**config.mk**
```make
export PLATFORM = sky130hd
export DESIGN_NAME = gbfact_rd_streamer
export DESIGN_NICKNAME = d
export VERILOG_FILES = /design/src/rtl/gbfact_rd_streamer.sv
export SDC_FILE = /design/constraint.sdc
export NUM_CORES = 1
export LEC_CHECK = 0
export CAP_MARGIN = 20
export CORE_ASPECT_RATIO = 1.5
export CORE_UTILIZATION = 57
export DETAILED_ROUTE_END_ITERATION = 8
export HOLD_SLACK_MARGIN = 0.08
export PLACE_DENSITY = 0.85
export REMOVE_ABC_BUFFERS = 1
export SETUP_SLACK_MARGIN = 0.05
export SLEW_MARGIN = 20
export SYNTH_ARGS = -nofsm -noshare
export SYNTH_HDL_FRONTEND = slang
export SYNTH_SLANG_ARGS = --single-unit
```
**constraint.sdc**
```tcl
create_clock -name clk -period 3.1 [get_ports clk]
set_clock_uncertainty 0.05 [all_clocks]
set_input_delay 0.465 -clock clk [delete_from_list [all_inputs] [get_ports clk]]
set_output_delay 0.465 -clock clk [all_outputs]
set_load 0.05 [all_outputs]
```
**src/rtl/gbfact_rd_streamer.sv**
```systemverilog
// gbfact_rd_streamer: read-side initiator for the global-buffer factor RAM.
// Walks a wrapping address range, absorbs the one-cycle SRAM latency and
// streams words out through a 3-entry FIFO on a valid/ready interface.
// Optional feature macro: GBFACT_RD_STALL_CNT_EN (backpressure stall counter).
module gbfact_rd_streamer #(
    parameter int SRAM_DEPTH_BIT = 6,
    parameter int SRAM_DEPTH     = 2**SRAM_DEPTH_BIT,
    parameter int SRAM_WIDTH     = 28
) (
    input  logic                      clk,
    input  logic                      RESET_N,
    input  logic                      cfg_start,
    input  logic [SRAM_DEPTH_BIT-1:0] cfg_base,
    input  logic [SRAM_DEPTH_BIT:0]   cfg_len,
    output logic                      busy,
    output logic                      done,
    output logic                      ram_read_en,
    output logic [SRAM_DEPTH_BIT-1:0] ram_addr_r,
    input  logic [SRAM_WIDTH-1:0]     ram_data_out,
    output logic                      out_valid,
    output logic [SRAM_WIDTH-1:0]     out_data,
    output logic                      out_last,
    input  logic                      out_ready,
    output logic [15:0]               stall_cnt
);
    localparam logic [SRAM_DEPTH_BIT-1:0] LP_ADDR_MAX = SRAM_DEPTH_BIT'(SRAM_DEPTH - 1);

    typedef enum logic [1:0] {S_IDLE, S_RUN, S_DRAIN} state_t;

    state_t                    r_state;
    logic                      r_busy;
    logic                      r_done;
    logic [SRAM_DEPTH_BIT:0]   r_len;
    logic [SRAM_DEPTH_BIT:0]   r_issued;
    logic [SRAM_DEPTH_BIT-1:0] r_next_addr;
    logic [SRAM_DEPTH_BIT-1:0] r_addr_hold;
    logic                      r_inflight;
    logic                      r_inflight_last;
    logic [SRAM_WIDTH-1:0]     r_fifo_data [0:2];
    logic [2:0]                r_fifo_last;
    logic [1:0]                r_wr_ptr;
    logic [1:0]                r_rd_ptr;
    logic [1:0]                r_cnt;

    logic                      w_credit;
    logic                      w_last_issue;
    logic                      w_rd_en;
    logic                      w_pop;
    logic                      w_accept;
    logic [SRAM_DEPTH_BIT-1:0] w_addr_nxt;

    // Credit counts words held plus the read still in flight; a pop in the
    // same cycle is not credited so the return write always has space.
    assign w_credit     = ({1'b0, r_cnt} + {2'b0, r_inflight}) < 3'd3;
    assign w_last_issue = (r_issued == r_len - 1'b1);
    assign w_rd_en      = (r_state == S_RUN) && w_credit;
    assign w_pop        = out_valid && out_ready;
    assign w_accept     = (r_state == S_IDLE) && cfg_start;
    assign w_addr_nxt   = (r_next_addr == LP_ADDR_MAX) ? '0 : r_next_addr + 1'b1;

    assign busy        = r_busy;
    assign done        = r_done;
    assign ram_read_en = w_rd_en;
    assign ram_addr_r  = w_rd_en ? r_next_addr : r_addr_hold;
    assign out_valid   = (r_cnt != 2'd0);
    assign out_data    = r_fifo_data[r_rd_ptr];
    assign out_last    = r_fifo_last[r_rd_ptr];

    // Control FSM: start acceptance, read issue/address walk, completion.
    always_ff @(posedge clk or negedge RESET_N) begin
        if (!RESET_N) begin
            r_state     <= S_IDLE;
            r_busy      <= 1'b0;
            r_done      <= 1'b0;
            r_len       <= '0;
            r_issued    <= '0;
            r_next_addr <= '0;
            r_addr_hold <= '0;
        end else begin
            r_done <= 1'b0;
            case (r_state)
                S_IDLE: begin
                    if (cfg_start) begin
                        if (cfg_len != '0) begin
                            r_state     <= S_RUN;
                            r_busy      <= 1'b1;
                            r_len       <= cfg_len;
                            r_issued    <= '0;
                            r_next_addr <= cfg_base;
                        end else begin
                            r_done <= 1'b1;
                        end
                    end
                end
                S_RUN: begin
                    if (w_rd_en) begin
                        r_issued    <= r_issued + 1'b1;
                        r_addr_hold <= r_next_addr;
                        r_next_addr <= w_addr_nxt;
                        if (w_last_issue)
                            r_state <= S_DRAIN;
                    end
                end
                S_DRAIN: begin
                    if (w_pop && out_last) begin
                        r_state <= S_IDLE;
                        r_busy  <= 1'b0;
                        r_done  <= 1'b1;
                    end
                end
                default: r_state <= S_IDLE;
            endcase
        end
    end

    // Track the read in flight so its data lands in the FIFO next cycle.
    always_ff @(posedge clk or negedge RESET_N) begin
        if (!RESET_N) begin
            r_inflight      <= 1'b0;
            r_inflight_last <= 1'b0;
        end else begin
            r_inflight      <= w_rd_en;
            r_inflight_last <= w_rd_en && w_last_issue;
        end
    end

    // 3-entry ring FIFO; push is the returning read, pop is the handshake.
    always_ff @(posedge clk or negedge RESET_N) begin
        if (!RESET_N) begin
            for (int i = 0; i < 3; i++) r_fifo_data[i] <= '0;
            r_fifo_last <= '0;
            r_wr_ptr    <= '0;
            r_rd_ptr    <= '0;
            r_cnt       <= '0;
        end else begin
            if (r_inflight) begin
                r_fifo_data[r_wr_ptr] <= ram_data_out;
                r_fifo_last[r_wr_ptr] <= r_inflight_last;
                r_wr_ptr <= (r_wr_ptr == 2'd2) ? 2'd0 : r_wr_ptr + 2'd1;
            end
            if (w_pop)
                r_rd_ptr <= (r_rd_ptr == 2'd2) ? 2'd0 : r_rd_ptr + 2'd1;
            case ({r_inflight, w_pop})
                2'b10:   r_cnt <= r_cnt + 2'd1;
                2'b01:   r_cnt <= r_cnt - 2'd1;
                default: r_cnt <= r_cnt;
            endcase
        end
    end

`ifdef GBFACT_RD_STALL_CNT_EN
    logic [15:0] r_stall;

    // Saturating count of valid-not-ready cycles, cleared by a new transfer.
    always_ff @(posedge clk or negedge RESET_N) begin
        if (!RESET_N)
            r_stall <= '0;
        else if (w_accept)
            r_stall <= '0;
        else if (out_valid && !out_ready && r_stall != 16'hFFFF)
            r_stall <= r_stall + 16'd1;
    end

    assign stall_cnt = r_stall;
`else
    logic w_unused_accept;
    assign w_unused_accept = w_accept;
    assign stall_cnt       = '0;
`endif

endmodule

```
# Yosys cells after proc, flatten, opt, wreduce, memory -nomap -nowiden
# Index checks and enable logic that the tools add are counted.
# op_classes
addsub	8
order_cmp	7
bitwise_logic	2
reduce_logical	16
eq_ne	13
mux	38
# ops
op	n
$bwmux 84	1
$mux 28	3
$bmux 28 s2	1
$demux 28 s2	1
$mux 6	5
$mux 7	3
$mux 2	7
$pmux 7 s2	1
$pmux 6 s2	1
$eq 2x2->1 const B	4
$mux 1	8
$ne 2x2->1 const B	4
$reduce_and 4->1	2
$reduce_bool 2->1	4
$add 7x1->7 const B	1
$eq 7x7->1	1
$reduce_bool 7->1	1
$sub 7x1->7 const B	1
$add 2x1->2 const B	3
$add 6x1->6 const B	1
$eq 6x6->1 const B	1
$ge 3x3->1 const B	2
$logic_and 1x1->1	6
$lt 2x3->1 const B	2
other kinds (17)	20
# word_totals
out_inout_bits	55
in_bits	45
elab_cells	100
reg_bits	125

# Logic depth before layout (Yosys ltp)
# Gate-level depths: netlist (run 1).
# depth
ltp_word	6
ltp_mapped	9
ltp_nobuf	8

# Least setup slack after synthesis (run 1)
# OpenSTA, ideal clock, no wires.
# synth_path
path_type	register to output
startpoint	register r_inflight
endpoint	output port ram_addr_r[0]
path_slack_ps	127
t_arrival_ps	2458
required_ps	2585
path_buffers	1
stages_incl_launch_ff	7
cell_sequence	dfrtp_1 > ha_1 > ha_1 > a21oi_1 > nand2_1 > clkbuf_1 > o21ai_0
# synth_between
elab_chain_len	4
# synth_rtl
item	line	rtl
from (decl)	37	logic r_inflight;
from (signal assigned)	122	r_inflight <= w_rd_en;
$add 2x1->3	54	assign w_credit = ({1'b0, r_cnt} + {2'b0, r_inflight}) < 3'd3;
$lt 3x2->1	54	
$logic_and 1x1->1	56	assign w_rd_en = (r_state == S_RUN) && w_credit;
$mux 6	n/a	
to (decl)	18	output logic [SRAM_DEPTH_BIT-1:0] ram_addr_r,
# Every way passes these cells.

# Worst setup path in the final report (run 1)
# layout_path
startpoint	register r_inflight
endpoint	output port ram_addr_r[2]
# The elaborated chain is that of the path after synthesis.

==> results of run 1 <==
[cell usage after synthesis (2+ instances only)]
cell / number / area (um^2)
xnor2_1: 5 / 43.79
mux2_1: 12 / 135.1
mux2_2: 82 / 923.4
buf_2: 9 / 45.04
nand2_1: 68 / 255.2
nor3_2: 2 / 20.02
a31oi_1: 3 / 18.77
nor2b_1: 4 / 25.02
dfrtp_1: 125 / 3128
inv_1: 7 / 26.28
o21ai_0: 38 / 190.2
nand4_1: 4 / 25.02
nand4b_1: 3 / 26.28
a21o_1: 4 / 30.03
clkbuf_1: 13 / 48.80
and3_1: 5 / 31.28
nor3b_1: 2 / 15.01
nor3_1: 5 / 25.02
nand2b_1: 2 / 12.51
o21ai_1: 2 / 10.01
mux2i_1: 31 / 310.3
a21oi_1: 7 / 35.03
xor2_1: 11 / 96.34
buf_4: 16 / 120.1
nand3_1: 3 / 15.01
nor2_1: 12 / 45.04
ha_1: 6 / 75.07
[area by class of cell]
| cell class | count | area share |
|---|---|---|
| tap | 117 | 0.01903 |
| clock buffer | 19 | 0.05759 |
| sequential | 125 | 0.4069 |
| inverter | 9 | 0.004555 |
| clock inverter | 12 | 0.01594 |
| timing repair buffer | 93 | 0.1630 |
| multi-input combinational | 340 | 0.3330 |
[layout by cell type, fill, tap and decap left out, types with 3 or more instances in the layout]
cell type        synthesis  final
a21o_1                   4      4
a21oi_1                  7      6
a31oi_1                  3      3
and3_1                   5      5
buf_12                   0     35
buf_4                   16     11
clkbuf_16                0     17
clkdlybuf4s50_1          0     46
clkinv_2                 0      7
conb_1                   1     16
dfrtp_1                125    124
ha_1                     6      6
inv_1                    7      7
mux2_1                  12     12
mux2_2                  82     82
mux2i_1                 31     31
nand2_1                 68     67
nand4_1                  4      4
nand4b_1                 3      3
nor2_1                  12     12
nor2b_1                  4      3
nor3_1                   5      4
o21ai_0                 38     38
xnor2_1                  5      5
xor2_1                  11     11
[worst max-delay path, delay by kind of cell, from the launching register on]
kind | cells | cell delay [ns]
buf+inv | 2 | 0.36
simple gates | 3 | 0.39
flops | 1 | 0.43
compound gates | 1 | 0.19
fa+ha+maj | 2 | 0.51
[stage by stage]
step,area [um^2],hold WS [ns]
2_1_floorplan,5698,0.1194
3_3_place_gp,7102,0.4072
3_5_place_dp,7102,0.4073
4_1_cts,7679,0.4212
5_1_grt,7691,0.4617
6_report,7691,0.4170
[repair_timing]
action / in CTS / in global routing
buffers inserted: 0 / 0
setup endpoints to repair: 5 / 7
endpoints found under the hold margin: 35 / 0
gates resized for setup: 1 / 2
cloned: 0 / 0
hold buffers: 1 / 0
[registers in the layout, summed over array words and instances (netlist names), 3 cells and up]
name	flops
r_fifo_last	3
r_next_addr	6
r_addr_hold	6
r_issued	7
r_len	7
r_fifo_data	84
[routing by layer]
layer  wire length [um]  GRT usage
met3                526    0.05530
met1               5022     0.3086
met2               6542     0.4395
met5                  0          0
met4                212     0.1047
[worst paths after layout]
path | start | endpoint | slack (ns) | cells after the start
max | r_inflight$_DFF_PN0_ | ram_addr_r[2] | 0.29 | 8
min | r_addr_hold[4]$_DFFE_PN0P_ | r_addr_hold[4]$_DFFE_PN0P_ | 0.42 | 2
max reg2reg | r_inflight$_DFF_PN0_ | r_issued[6]$_DFFE_PN0P_ | 0.69 | 8
min reg2reg | r_addr_hold[4]$_DFFE_PN0P_ | r_addr_hold[4]$_DFFE_PN0P_ | 0.42 | 2
max in group asynchronous | RESET_N | r_fifo_data[8]$_DFFE_PN0P_ | 1.68 | 3
min in group asynchronous | RESET_N | r_fifo_data[57]$_DFFE_PN0P_ | 0.62 | 2
[cell families after synthesis]
logic type / share of synthesized area
mux: 0.2328
flops: 0.5319
simple gates: 0.09106
compound gates: 0.06064
buf+inv: 0.04638
xor+xnor: 0.02383
fa+ha+maj: 0.01277
other cells: 0.0006377
==> out/results.ini, run 1 <==
[sta]
fmax_mhz = 355.9
min_period_ns = 2.810
setup_viol = 0
tightest_slew_ns = 0.7746
relSlewSlack = 0.4819
rsz0062_at_grt = false
drv_slew = 0
finalWorstSetupSlack_ns = 0.2904
fin_setup_tns_ns = 0
hold_violations = 0
finalCritPeriodShare = 0.9063

[finish]
diodes = 0
multiInputGateArea_mm2 = 0.002561
nFillCells = 621
final_util = 0.7631
fin_cells = 715
area_growth_pct = 30.79
fin_nets = 637
drive_above_1_share = 0.2876
ff_latch_area_mm2 = 0.003129

[worst_setup_path]
worstSetupPathType = reg2out
crit_fanout = 12
worstPathArrival_ns = 2.29
critPathLaunchType = register
path_cells = ha_1, ha_1, a21oi_2, nand2_2, clkinv_2, nand2_1, nand2_1, buf_12
endpoint_kind = primary output
cp_data_required_time_ns = 2.58
critical-path-slowest-cell = dfrtp_1
crit_path_max_incr_delay_ns = 0.43

[cts]
h-tree-depth = 4
cts_tree = yes
insertion_delay_ns = 0.41
clock-sinks = 125
numCtsBuffers = 17
cts-root-buf = clkbuf_16
clk_path_buf_depth = 2
path_clk_slew_ns = 0.06

[yosys]
synth_warnings = 0
ys_types = 45
synth-async-reset-ratio = 1.000
synth_cells = 499
ys_seq_area_frac = 0.5319
synth-edff-count = 0
synth.avg_cell_area_um2 = 11.78
syn_area_mm2 = 0.005881
ys_ff_latch = 125
synth_ff_type = dfrtp_1

[global_routing]
grt_util_all_layers = 0.2544
grt-ovfl-total = 0
grt_pass1_vias = 4319
grt_max_degree = 57
grt_pass1_wl_mm = 21.05
antenna_found_initial = 0

[drt]
first_pass_iters = 7
routed_wl_mm = 12.30
first_iter_violations = 245
vias_per_cell = 5.688
drtAntennaViolNets = 0
drc = 9
wl_per_cell_um = 17.21
vias = 4067

[flow_run]
max-cap-violations = 0

[die]
core_area_mm2 = 0.01008
dieArea_mm2 = 0.01074
fp-row-count = 45
die_w_um = 84.94
die_h_um = 126.4
start_util = 0.5835
boundaryPins = 100

[place]
preCtsSetupSlack_ns = 0.3380
place_congestion = 0.8688
dp.cells = 683
dp_hpwl_mm = 8.120
port-buffer-count = 83

[status]
outcome = finished, violations left
violations = design-rule violations

[min_path]
hp-class = reg2reg

Power of run 1 is not shown: default switching activity piles up to over one toggle a cycle in this logic, so the estimate is an artifact.
==> inputs of run 2 (changes only) <==
- ABC_AREA: default -> 1
- CAP_MARGIN: 20 -> 15
==> run 2 against run 1 <==
The run now ends clean. Highest routed layer unchanged. Register-to-register slack better by 0.19 ns. Core utilization is 0.77 points higher. Routed wire length grew 14%.
==> out/results.ini, run 2 <==
[status]
outcome = completed

[finish]
diodes = 0
area_growth_pct = 31.26
nFillCells = 667
multiInputGateArea_mm2 = 0.002382
largest_reg_flops = 84
fin_cells = 944
drive_above_1_share = 0.1173
ff_latch_area_mm2 = 0.003128
mostFrequentLayoutCell = nand2_1
fin_nets = 865
final_cell_mix = nand2_1, dfrtp_1, o21ai_0, nand3_1, inv_1
reg_top3 = r_fifo_data: 84 flops, r_issued: 7 flops, r_len: 7 flops
regMostFlops = r_fifo_data

[yosys]
ys_seq_area_frac = 0.5255
synth_warnings = 0
synth_cells = 739
yosysMostFrequentCell = nand2_1
netlist_top_cells_count = nand2_1, dfrtp_1, o21ai_0
synth_top_area_frac = 0.5255
ys_ff_latch = 125
synth_ff_type = dfrtp_1
synth-async-reset-ratio = 1.000
ys_types = 29
synth_area_leader_cell = dfrtp_1
synth-edff-count = 0
syn_area_mm2 = 0.005952
synth.avg_cell_area_um2 = 8.054
yosys-top-cells-area = dfrtp_1, nand2_1, o21ai_0, nand3_1, inv_1

[die]
boundaryPins = 100
dieArea_mm2 = 0.01086
die_h_um = 127.2
die_w_um = 85.44
fp-row-count = 45
start_util = 0.5873
core_area_mm2 = 0.01013

[sta]
rsz0062_at_grt = false
drv_slew = 0
min_period_ns = 2.840
fmax_mhz = 352.2
finalCritPeriodShare = 0.9160
hold_slack_ns = 0.4208
hold_violations = 0
fin_setup_tns_ns = 0
tightest_slew_ns = 1.072
relSlewSlack = 0.2845
setup_viol = 0

[worst_setup_path]
critPathLaunchType = register
crit_path_max_incr_delay_ns = 0.48
endpoint_kind = primary output
worstPathArrival_ns = 2.32
startpoint = r_inflight$_DFF_PN0_
critical-path-slowest-cell = dfrtp_1
path_cells = ha_1, ha_1, a21oi_1, nand2_2, inv_2, nand2_1, nand2_1, buf_12
cp_data_required_time_ns = 2.58
reg2reg_from = r_inflight$_DFF_PN0_
worstSetupPathType = reg2out
cp_top_family = adder cells
crit_fanout = 12
cp_num_buf_inv = 2

[drt]
first_iter_violations = 400
first_pass_iters = 5
drtAntennaViolNets = 0
drc = 0
vias_per_cell = 5.498
wl_per_cell_um = 14.91
vias = 5190
routed_wl_mm = 14.08

[min_path]
hp-start = r_addr_hold[0]$_DFFE_PN0P_
hp-class = reg2reg

[global_routing]
grt_pass1_vias = 5155
grt-ovfl-total = 0
grt_util_all_layers = 0.2788
grt_pass1_wl_mm = 23.87
grt_max_degree = 60
antenna_found_initial = 0

[place]
dp.cells = 911
dp_hpwl_mm = 8.930
place_congestion = 0.9051
port-buffer-count = 83

[cts]
insertion_delay_ns = 0.41
clock-sinks = 125
path_clk_slew_ns = 0.06
numCtsBuffers = 17
cts_tree = yes
h-tree-depth = 4
clk_path_buf_depth = 2
cts-root-buf = clkbuf_16
post-cts-setup-buffers = 0

[pwr]
power.density_mw_per_mm2 = 913.8
max-vdd-ir-drop_v = 0.0004966
power_leakage_uw = 0.004058

[flow_run]
max-cap-violations = 0

==> run 2: changes by cell type in the layout (fill, tap and decap cells not counted), moves of 5 or more <==
| cell | before | now |
|---|---|---|
| and3_1 | 5 | 0 |
| clkinv_2 | 7 | 1 |
| inv_1 | 7 | 59 |
| mux2_1 | 12 | 0 |
| mux2_2 | 82 | 0 |
| mux2i_1 | 31 | 1 |
| nand2_1 | 67 | 250 |
| nand3_1 | 2 | 74 |
| nor2_1 | 12 | 21 |
| o21ai_0 | 38 | 107 |
| xor2_1 | 11 | 6 |
==> run 2: where the power goes <==
part           switching, uW  leakage [uW]  internal (uW)
Clock                    716      0.000334           1560
Combinational           1870       0.00250           1320
Sequential              23.6       0.00122           1660
==> run 2: worst paths after layout <==
| path | end | slack, ns | depth (start not counted) |
|---|---|---|---|
| worst max-delay path | ram_addr_r[1] | 0.26 | 8 |
| worst min-delay path | r_addr_hold[0]$_DFFE_PN0P_ | 0.42 | 2 |
| worst max register to register | r_issued[0]$_DFFE_PN0P_ | 0.88 | 8 |
| worst min register to register | r_addr_hold[0]$_DFFE_PN0P_ | 0.42 | 2 |
| max in group asynchronous | r_state[0]$_DFFE_PN0P_ | 1.65 | 3 |
| min in group asynchronous | r_fifo_data[37]$_DFFE_PN0P_ | 0.54 | 2 |
==> run 2: logic make-up after synthesis <==
kind of cell / count (synthesis) / share of synthesized area
compound gates: 118 / 0.1005
xor+xnor: 11 / 0.01619
fa+ha+maj: 6 / 0.01261
buf+inv: 113 / 0.08829
flops: 125 / 0.5255
mux: 1 / 0.001682
other cells: 1 / 0.0006300
simple gates: 364 / 0.2546
==> run 2: area by class of cell <==
| class | count | area share |
|---|---|---|
| multi-input cells | 516 | 0.3049 |
| well taps | 117 | 0.01874 |
| repair buffers | 92 | 0.1579 |
| clock buffers | 19 | 0.05798 |
| flip-flops and latches | 125 | 0.4004 |
| inverters | 62 | 0.02979 |
| clock inverters | 13 | 0.03027 |
==> run 2: repair_timing <==
| item | in CTS | in global routing |
|---|---|---|
| hold buffers | 1 | 0 |
| resized for setup | 0 | 2 |
| hold endpoints to repair | 40 | 0 |
| setup endpoints to repair | 0 | 5 |
==> run 2: stage by stage <==
stage | instance area [um^2] | power [uW] | utilization | worst slack (ns)
finish | 7812 | 7139 | 0.7709 | 0.2603
global route | 7812 | 7396 | 0.7709 | 0.06395
floorplan | 5715 | 3308 | - | 0.2231
global placement | 7103 | 4840 | 0.7009 | 0.6140
detailed placement | 7103 | 4875 | 0.7009 | 0.5220
CTS | 7802 | 7165 | 0.7699 | 0.06238
==> run 2: routing by layer <==
metal | up-vias | GRT usage | part of all wire
met2 | 193 | 0.4753 | 0.54
li1 | 2476 | - | -
met1 | 2493 | 0.3478 | 0.40
met3 | 28 | 0.05620 | 0.045
met4 | 0 | 0.1098 | 0.019
met5 | - | 0 | 0
==> run 2: tightest hold or removal path: cells and delay by family, from the launching register on <==
family	cells	cell delay (ns)
DFF	1	0.32
and+or+nand+nor	2	0.12
(Power assumes the default switching activity.)
